--- src/rtl/alu_pkg.sv ---
// Shared ALU encodings: ALUControl codes, RV32I opcode/funct3 constants, operand and taken selects.
package alu_pkg;

  localparam logic [3:0] ALU_ADD  = 4'b0000;
  localparam logic [3:0] ALU_SUB  = 4'b0001;
  localparam logic [3:0] ALU_AND  = 4'b0010;
  localparam logic [3:0] ALU_OR   = 4'b0011;
  localparam logic [3:0] ALU_XOR  = 4'b0100;
  localparam logic [3:0] ALU_SLT  = 4'b0101;
  localparam logic [3:0] ALU_SLTU = 4'b0110;
  localparam logic [3:0] ALU_SLL  = 4'b0111;
  localparam logic [3:0] ALU_SRL  = 4'b1000;
  localparam logic [3:0] ALU_SRA  = 4'b1001;
  localparam logic [3:0] ALU_BNE  = 4'b1010;
  localparam logic [3:0] ALU_BLT  = 4'b1011;
  localparam logic [3:0] ALU_BGE  = 4'b1100;

  localparam logic [6:0] OP_R      = 7'b0110011;
  localparam logic [6:0] OP_I      = 7'b0010011;
  localparam logic [6:0] OP_LOAD   = 7'b0000011;
  localparam logic [6:0] OP_STORE  = 7'b0100011;
  localparam logic [6:0] OP_BRANCH = 7'b1100011;
  localparam logic [6:0] OP_LUI    = 7'b0110111;
  localparam logic [6:0] OP_AUIPC  = 7'b0010111;
  localparam logic [6:0] OP_JALR   = 7'b1100111;

  localparam logic [2:0] F3_ADD  = 3'b000;
  localparam logic [2:0] F3_SLL  = 3'b001;
  localparam logic [2:0] F3_SLT  = 3'b010;
  localparam logic [2:0] F3_SLTU = 3'b011;
  localparam logic [2:0] F3_XOR  = 3'b100;
  localparam logic [2:0] F3_SR   = 3'b101;
  localparam logic [2:0] F3_OR   = 3'b110;
  localparam logic [2:0] F3_AND  = 3'b111;

  localparam logic [2:0] F3_BEQ  = 3'b000;
  localparam logic [2:0] F3_BNE  = 3'b001;
  localparam logic [2:0] F3_BLT  = 3'b100;
  localparam logic [2:0] F3_BGE  = 3'b101;
  localparam logic [2:0] F3_BLTU = 3'b110;
  localparam logic [2:0] F3_BGEU = 3'b111;

  typedef enum logic [1:0] {SRCA_RS1, SRCA_PC, SRCA_ZERO} src_a_sel_t;
  typedef enum logic {SRCB_RS2, SRCB_IMM} src_b_sel_t;
  typedef enum logic [1:0] {TK_ZERO, TK_CMP, TK_RES0, TK_NRES0} taken_sel_t;

  // alt selects SUB on 000 and SRA on 101; other funct3 values ignore it.
  function automatic logic [3:0] arith_code(input logic [2:0] f3, input logic alt);
    logic [3:0] code;
    case (f3)
      F3_ADD:  code = alt ? ALU_SUB : ALU_ADD;
      F3_SLL:  code = ALU_SLL;
      F3_SLT:  code = ALU_SLT;
      F3_SLTU: code = ALU_SLTU;
      F3_XOR:  code = ALU_XOR;
      F3_SR:   code = alt ? ALU_SRA : ALU_SRL;
      F3_OR:   code = ALU_OR;
      default: code = ALU_AND;
    endcase
    return code;
  endfunction

endpackage

--- src/rtl/alu_issue_ctrl_decoder.sv ---
// Stage-0 decode of opcode/funct3/funct7b5 into ALUControl, operand selects and branch resolution select.
// Purely combinational; illegal encodings yield ADD with zero operands and no branch.
module alu_decoder
  import alu_pkg::*;
(
  input  logic [6:0]  opcode,
  input  logic [2:0]  funct3,
  input  logic        funct7b5,
  output logic [3:0]  alu_control,
  output src_a_sel_t  src_a_sel,
  output src_b_sel_t  src_b_sel,
  output logic        is_branch,
  output taken_sel_t  taken_sel,
  output logic        illegal
);

  always_comb begin
    alu_control = ALU_ADD;
    src_a_sel   = SRCA_ZERO;
    src_b_sel   = SRCB_RS2;
    is_branch   = 1'b0;
    taken_sel   = TK_ZERO;
    illegal     = 1'b0;
    case (opcode)
      OP_R: begin
        src_a_sel   = SRCA_RS1;
        alu_control = arith_code(funct3, funct7b5);
      end
      OP_I: begin
        src_a_sel   = SRCA_RS1;
        src_b_sel   = SRCB_IMM;
        // ADDI has no subtract form; only shifts look at imm[10].
        alu_control = arith_code(funct3, (funct3 == F3_SR) && funct7b5);
      end
      OP_LOAD, OP_STORE, OP_JALR: begin
        src_a_sel = SRCA_RS1;
        src_b_sel = SRCB_IMM;
      end
      OP_LUI: src_b_sel = SRCB_IMM;
      OP_AUIPC: begin
        src_a_sel = SRCA_PC;
        src_b_sel = SRCB_IMM;
      end
      OP_BRANCH: begin
        src_a_sel = SRCA_RS1;
        is_branch = 1'b1;
        case (funct3)
          F3_BEQ:  begin alu_control = ALU_SUB;  taken_sel = TK_ZERO;  end
          F3_BNE:  begin alu_control = ALU_BNE;  taken_sel = TK_CMP;   end
          F3_BLT:  begin alu_control = ALU_BLT;  taken_sel = TK_CMP;   end
          F3_BGE:  begin alu_control = ALU_BGE;  taken_sel = TK_CMP;   end
          F3_BLTU: begin alu_control = ALU_SLTU; taken_sel = TK_RES0;  end
          F3_BGEU: begin alu_control = ALU_SLTU; taken_sel = TK_NRES0; end
          default: begin
            src_a_sel = SRCA_ZERO;
            is_branch = 1'b0;
            illegal   = 1'b1;
          end
        endcase
      end
      default: illegal = 1'b1;
    endcase
  end

endmodule

--- src/rtl/alu_issue_ctrl.sv ---
// Execute-stage ALU front end: issue register drives the ALU, result register captures it; 2-cycle latency.
// Valid/ready on both sides, holds up to 2 instructions under backpressure, 1 instr/cycle when unstalled.
module alu_issue_ctrl
  import alu_pkg::*;
#(
  parameter int XLEN = 32
) (
  input  logic            clk,
  input  logic            reset,
  input  logic            in_valid,
  output logic            in_ready,
  input  logic [6:0]      in_opcode,
  input  logic [2:0]      in_funct3,
  input  logic            in_funct7b5,
  input  logic [XLEN-1:0] in_rs1,
  input  logic [XLEN-1:0] in_rs2,
  input  logic [XLEN-1:0] in_imm,
  input  logic [XLEN-1:0] in_pc,
  output logic [3:0]      alu_control,
  output logic [XLEN-1:0] alu_src_a,
  output logic [XLEN-1:0] alu_src_b,
  input  logic [XLEN-1:0] alu_result,
  input  logic            alu_zero,
  input  logic            alu_comparison,
  output logic            out_valid,
  input  logic            out_ready,
  output logic [XLEN-1:0] out_result,
  output logic            out_is_branch,
  output logic            out_branch_taken,
  output logic            out_illegal
);

  logic [3:0]      dec_control;
  src_a_sel_t      dec_a_sel;
  src_b_sel_t      dec_b_sel;
  logic            dec_is_branch;
  taken_sel_t      dec_taken_sel;
  logic            dec_illegal;
  logic [XLEN-1:0] op_a;
  logic [XLEN-1:0] op_b;

  logic            issue_valid;
  logic            issue_is_branch;
  taken_sel_t      issue_taken_sel;
  logic            issue_illegal;

  logic            accept;
  logic            result_advance;
  logic            taken_bit;

  alu_decoder u_decoder (
    .opcode      (in_opcode),
    .funct3      (in_funct3),
    .funct7b5    (in_funct7b5),
    .alu_control (dec_control),
    .src_a_sel   (dec_a_sel),
    .src_b_sel   (dec_b_sel),
    .is_branch   (dec_is_branch),
    .taken_sel   (dec_taken_sel),
    .illegal     (dec_illegal)
  );

  always_comb begin
    op_a = '0;
    op_b = '0;
    case (dec_a_sel)
      SRCA_RS1: op_a = in_rs1;
      SRCA_PC:  op_a = in_pc;
      default:  op_a = '0;
    endcase
    if (!dec_illegal) begin
      op_b = (dec_b_sel == SRCB_IMM) ? in_imm : in_rs2;
    end
  end

  assign result_advance = issue_valid && (!out_valid || out_ready);
  assign in_ready       = !issue_valid || result_advance;
  assign accept         = in_valid && in_ready;

  always_comb begin
    taken_bit = 1'b0;
    case (issue_taken_sel)
      TK_ZERO:  taken_bit = alu_zero;
      TK_CMP:   taken_bit = alu_comparison;
      TK_RES0:  taken_bit = alu_result[0];
      TK_NRES0: taken_bit = ~alu_result[0];
      default:  taken_bit = 1'b0;
    endcase
  end

  // Issue register outputs fall back to ADD/0/0 whenever the stage empties.
  always_ff @(posedge clk) begin
    if (reset) begin
      issue_valid     <= 1'b0;
      alu_control     <= ALU_ADD;
      alu_src_a       <= '0;
      alu_src_b       <= '0;
      issue_is_branch <= 1'b0;
      issue_taken_sel <= TK_ZERO;
      issue_illegal   <= 1'b0;
    end else if (accept) begin
      issue_valid     <= 1'b1;
      alu_control     <= dec_control;
      alu_src_a       <= op_a;
      alu_src_b       <= op_b;
      issue_is_branch <= dec_is_branch;
      issue_taken_sel <= dec_taken_sel;
      issue_illegal   <= dec_illegal;
    end else if (result_advance) begin
      issue_valid     <= 1'b0;
      alu_control     <= ALU_ADD;
      alu_src_a       <= '0;
      alu_src_b       <= '0;
      issue_is_branch <= 1'b0;
      issue_taken_sel <= TK_ZERO;
      issue_illegal   <= 1'b0;
    end
  end

  always_ff @(posedge clk) begin
    if (reset) begin
      out_valid        <= 1'b0;
      out_result       <= '0;
      out_is_branch    <= 1'b0;
      out_branch_taken <= 1'b0;
      out_illegal      <= 1'b0;
    end else if (result_advance) begin
      out_valid        <= 1'b1;
      out_result       <= issue_illegal ? '0 : alu_result;
      out_is_branch    <= issue_is_branch;
      out_branch_taken <= issue_is_branch && taken_bit;
      out_illegal      <= issue_illegal;
    end else if (out_ready) begin
      out_valid <= 1'b0;
    end
  end

endmodule

--- config.mk ---
export PLATFORM = sky130hd
export DESIGN_NAME = alu_issue_ctrl
export DESIGN_NICKNAME = d
export VERILOG_FILES = /design/src/rtl/alu_pkg.sv /design/src/rtl/alu_issue_ctrl_decoder.sv /design/src/rtl/alu_issue_ctrl.sv
export SDC_FILE = /design/constraint.sdc
export NUM_CORES = 1
export LEC_CHECK = 0
export CAP_MARGIN = 0
export CELL_PAD_IN_SITES_DETAIL_PLACEMENT = 0
export CELL_PAD_IN_SITES_GLOBAL_PLACEMENT = 1
export CORE_MARGIN = 10
export CORE_UTILIZATION = 25
export CTS_BUF_LIST = sky130_fd_sc_hd__clkbuf_4
export DETAILED_ROUTE_END_ITERATION = 8
export GPL_ROUTABILITY_DRIVEN = 1
export GPL_TIMING_DRIVEN = 0
export PLACE_DENSITY = 0.74
export SETUP_SLACK_MARGIN = 0.1
export SLEW_MARGIN = 20
export SYNTH_ARGS = -nofsm -noshare
export SYNTH_HDL_FRONTEND = slang
export SYNTH_HIERARCHICAL = 1
export SYNTH_SLANG_ARGS = --single-unit
--- constraint.sdc ---
create_clock -name clk -period 1.7 [get_ports clk]
set_input_delay 0.255 -clock clk [delete_from_list [all_inputs] [get_ports clk]]
set_output_delay 0.255 -clock clk [all_outputs]
set_load 0.005 [all_outputs]
==> impl_results.md, run 1 <==
* Worst Reg-to-Reg Cells at 8
* Count of pins over their slew limit at 0
* Ys flop type: dfxtp_1
* Complex-gate fraction of the synthesized area at 23.78%
* Reg2reg start: issue_valid$_SDFFE_PP0P_
* CP top delay family: flip-flops
* 1st-iter DRT viols at 175
* Final Hold Vio Count at 0
* Crit share post-route at 90.95%
* Worst setup path startpoint: out_valid$_SDFFE_PP0P_
* Switching Fraction at 26.92%
* Total wire length at 20280 um
* CP max FO at 2
* Gr ovfl total at 0
* Number of H-tree levels at 3
* GPL Wtd Cong at 0.7754
* Avg Synthesized Cell Area at 10.03 um2
* Adder-cell share of the synthesized area at 0%
* Sequential area share after synthesis at 44.97%
* Syn Inst Count at 484
* Critical Path Stages at 4
* Critical Path AT at 1.29 ns
* Clock power frac at 28.2%
* Total negative slack at 0 ns
* Die ar. at 25380 um2
* Clock latency at the later pin of the worst-skew pair at 0.49 ns
* Critical Path End Type: output pin
* Number of placed cells counting well taps at 1022
* Port Buf Inserts at 278
* Startpoint type of the worst setup path: flip-flop
* Post-DP HPWL at 15880 um
* Initial Util at 25.68%
* Largest net degree at the start of global routing at 19
* Setup violators final at 0
* Number of synthesized flops with an enable pin at 0
* Layout cells sized above 1 at 25.41%
* Syn Std Cell Area at 4852 um2
* Critical hold path startpoint: in_funct3[1]
* Worst Path Buf+Inv at 3
* Finished Core Util at 45.50%
* Post-route DRC at 0
* Int Pwr at 3.641 mW
* Net Sw Power at 1.341 mW
* Initial antenna violation count at 1
* Worst Path Class, Setup: flip-flop to output pin
* Post-synth cell types at 41
* CTS sink cnt at 109
* Total I/O pin count at 282
* PD cells at 579.7 nW/um2
* CP endpoint: in_ready
* Worst Hold Class: primary input to flip-flop
* Die width at 159.3 um
* CTS tree: built
* Ys async rst share at 0%
* Hold Slack at 0.07018 ns
* Vias in the first global route at 5380
* Post-Layout Cell Count at 1056
* Unrepaired setup endpoints after global routing: yes
* Synth-to-Final Area Change at 77.15%
* Max cap viols at 0
* Area post-placement at 7973 um2
* Min setup slack post-route at 0.1539 ns
* Pre-antenna DRT Iters at 4
* Post-synthesis mux area share at 13.41%
* Max VDD drop at 0.3012 mV
* Die Ht at 159.3 um
* Synth warnings at 6
* Simple-gate share of the synthesized area at 11.60%
* Power, Total at 4.983 mW
* Worst r2r dst: alu_src_b[23]$_SDFFE_PP0P_
* Clk slew on worst S/H paths at 0.17 ns
* Final #Nets at 968
* Flop-to-flop setup slack at 0.22 ns
* Largest stage delay, worst path at 0.36 ns
* Multi-input gate area at 2629 um2
* First-pass GRT wire length at 31180 um
* Cell area after layout at 8596 um2
* CTS Hold Bufs at 0
* Final ANT Viol Nets at 0
* Vias at 5008
* Reg area at 2283 um2
* GR Util All Layers at 15.25%
* Root buffer cell: clkbuf_4
* Sequential power share at 53.0%
* Proportion of power drawn by combinational gates at 18.7%
* Leak at 3.435 nW
* Syn nets at 661
* Num rows at 50
* CTS buffer count at 9
* Slew @ Worst Pin at 0.5219 ns
* Clk_skew at 0.01750 ns
* Status: complete, no violations
* Max Clock Freq at 0.6468 GHz
* Synth Area in XOR/XNOR at 0.1805%
* Max_slew headroom at 65.21%
* Drt via density at 4.742
* Combinational family with the most area after synthesis: compound AO/OA/AOI/OAI gates
* Post-Place Setup Slack at -0.9602 ns
* WP data required at 1.44 ns
* Crit-path cells: and3b_2 -> inv_2 -> buf_6 -> buf_6
* Tmin final at 1.546 ns
* Core area at 18890 um2
* Wire per inst at 19.20 um
* CP dominant cell by count: buf_6
* Seq cells post-synth at 109
* Slowest CP cell: dfxtp_2
* CTS max path bufs at 2
* Filler cell count at 1848
## cell usage in the layout (no fill, tap or decap), types with 9 or more instances in the layout
cell type | Yosys | layout
a21oi_1 | 49 | 48
buf_4 | 3 | 17
buf_6 | 9 | 21
clkbuf_1 | 25 | 13
clkbuf_2 | 0 | 9
clkbuf_4 | 0 | 9
clkdlybuf4s50_1 | 0 | 167
dfxtp_1 | 109 | 28
dfxtp_2 | 0 | 81
dlygate4sd2_1 | 0 | 103
mux2i_1 | 65 | 58
nand2_1 | 9 | 9
nand3_1 | 11 | 10
nand4b_1 | 32 | 32
o21ai_0 | 48 | 48
o2bb2ai_1 | 64 | 41
o2bb2ai_2 | 0 | 21
## cells by family after synthesis
family	Yosys count
compound gates	173
flops	109
xor+xnor	1
simple gates	82
mux	65
buf+inv	54
## final cells by class
cell class                 instances  area share, %
multi-input combinational        321          30.58
inverter                           4         0.1747
timing repair buffer             296          32.63
buffer                            50          4.556
sequential                       109          26.56
antenna                            1        0.02911
clock inverter                     6         0.8879
clock buffer                       9         0.7860
tap                              260          3.785
## worst min path at each step
stage               cells after the start  slack, ns                     endpoint
global route                            4       0.02  alu_control[3]$_SDFFE_PP0P_
detailed placement                      1       0.45   alu_src_b[24]$_SDFFE_PP0P_
floorplan                               2       0.43    alu_src_a[0]$_SDFFE_PP0P_
finish                                  4       0.07  alu_control[3]$_SDFFE_PP0P_
global placement                        1       0.44   alu_src_a[11]$_SDFFE_PP0P_
CTS                                     4       0.02  alu_control[3]$_SDFFE_PP0P_
## power groups by stage
stage,clock (mW),sequential [mW],combinational [mW]
floorplan,0,2.69,0.302
global placement,0,2.69,0.905
detailed placement,0,2.69,0.914
CTS,1.48,2.64,0.911
global route,1.56,2.65,1.01
finish,1.41,2.64,0.934
## synthesized netlist by cell type, types with 3 or more instances
| cell type | n | area, um2 |
|---|---|---|
| mux2i_1 | 65 | 650.6 |
| buf_2 | 10 | 50.05 |
| buf_1 | 3 | 11.26 |
| o21ai_0 | 48 | 240.2 |
| buf_4 | 3 | 22.52 |
| inv_1 | 3 | 11.26 |
| nand2b_1 | 6 | 37.54 |
| nor2_1 | 9 | 33.78 |
| nand4b_1 | 32 | 280.3 |
| a21oi_1 | 49 | 245.2 |
| nand3_1 | 11 | 55.05 |
| o2bb2ai_1 | 64 | 560.5 |
| clkbuf_1 | 25 | 93.84 |
| nand2_1 | 9 | 33.78 |
| buf_6 | 9 | 101.4 |
| dfxtp_1 | 109 | 2182 |
## state kept, by name, summed over array words and instances (netlist names)
name,cells
issue_is_branch,1
out_valid,1
issue_valid,1
issue_illegal,1
out_illegal,1
issue_taken_sel,2
out_is_branch,1
alu_src_b,32
alu_control,4
alu_src_a,32
out_result,32
out_branch_taken,1
## routing by layer
metal	vias to the layer above	wire length, um	GRT usage [%]
met4	0	250	3.833
met5	-	0	0
met2	219	9698	25.42
met3	18	1774	6.119
met1	2338	8550	17.85
li1	2433	-	-
## worst reg2reg max path, delay by kind of cell, from the launching register on
family | cells | cell delay [ns]
AOI/OAI and AO/OA | 1 | 0.13
buffers and inverters | 5 | 0.58
DFF | 1 | 0.35
and+or+nand+nor | 2 | 0.40
## what timing repair did
item | in CTS | in global routing
gates resized for setup | 223 | 76
setup buffers | 14 | 0
setup endpoints to repair | 168 | 96
pin swaps | 4 | 15
gates cloned | 3 | 1
No activity file was read; power rests on OpenSTA's default activity.
==> run 2, diff against run 1 <==
--- a/config.mk
+++ b/config.mk
@@ -16,7 +16,7 @@
 export GPL_TIMING_DRIVEN = 0
 export PLACE_DENSITY = 0.74
 export SETUP_SLACK_MARGIN = 0.1
-export SLEW_MARGIN = 20
+export SLEW_MARGIN = 25
 export SYNTH_ARGS = -nofsm -noshare
 export SYNTH_HDL_FRONTEND = slang
 export SYNTH_HIERARCHICAL = 1
==> results of run 2 <==
No change in the layout: final DEF, timing and power equal those of run 1.
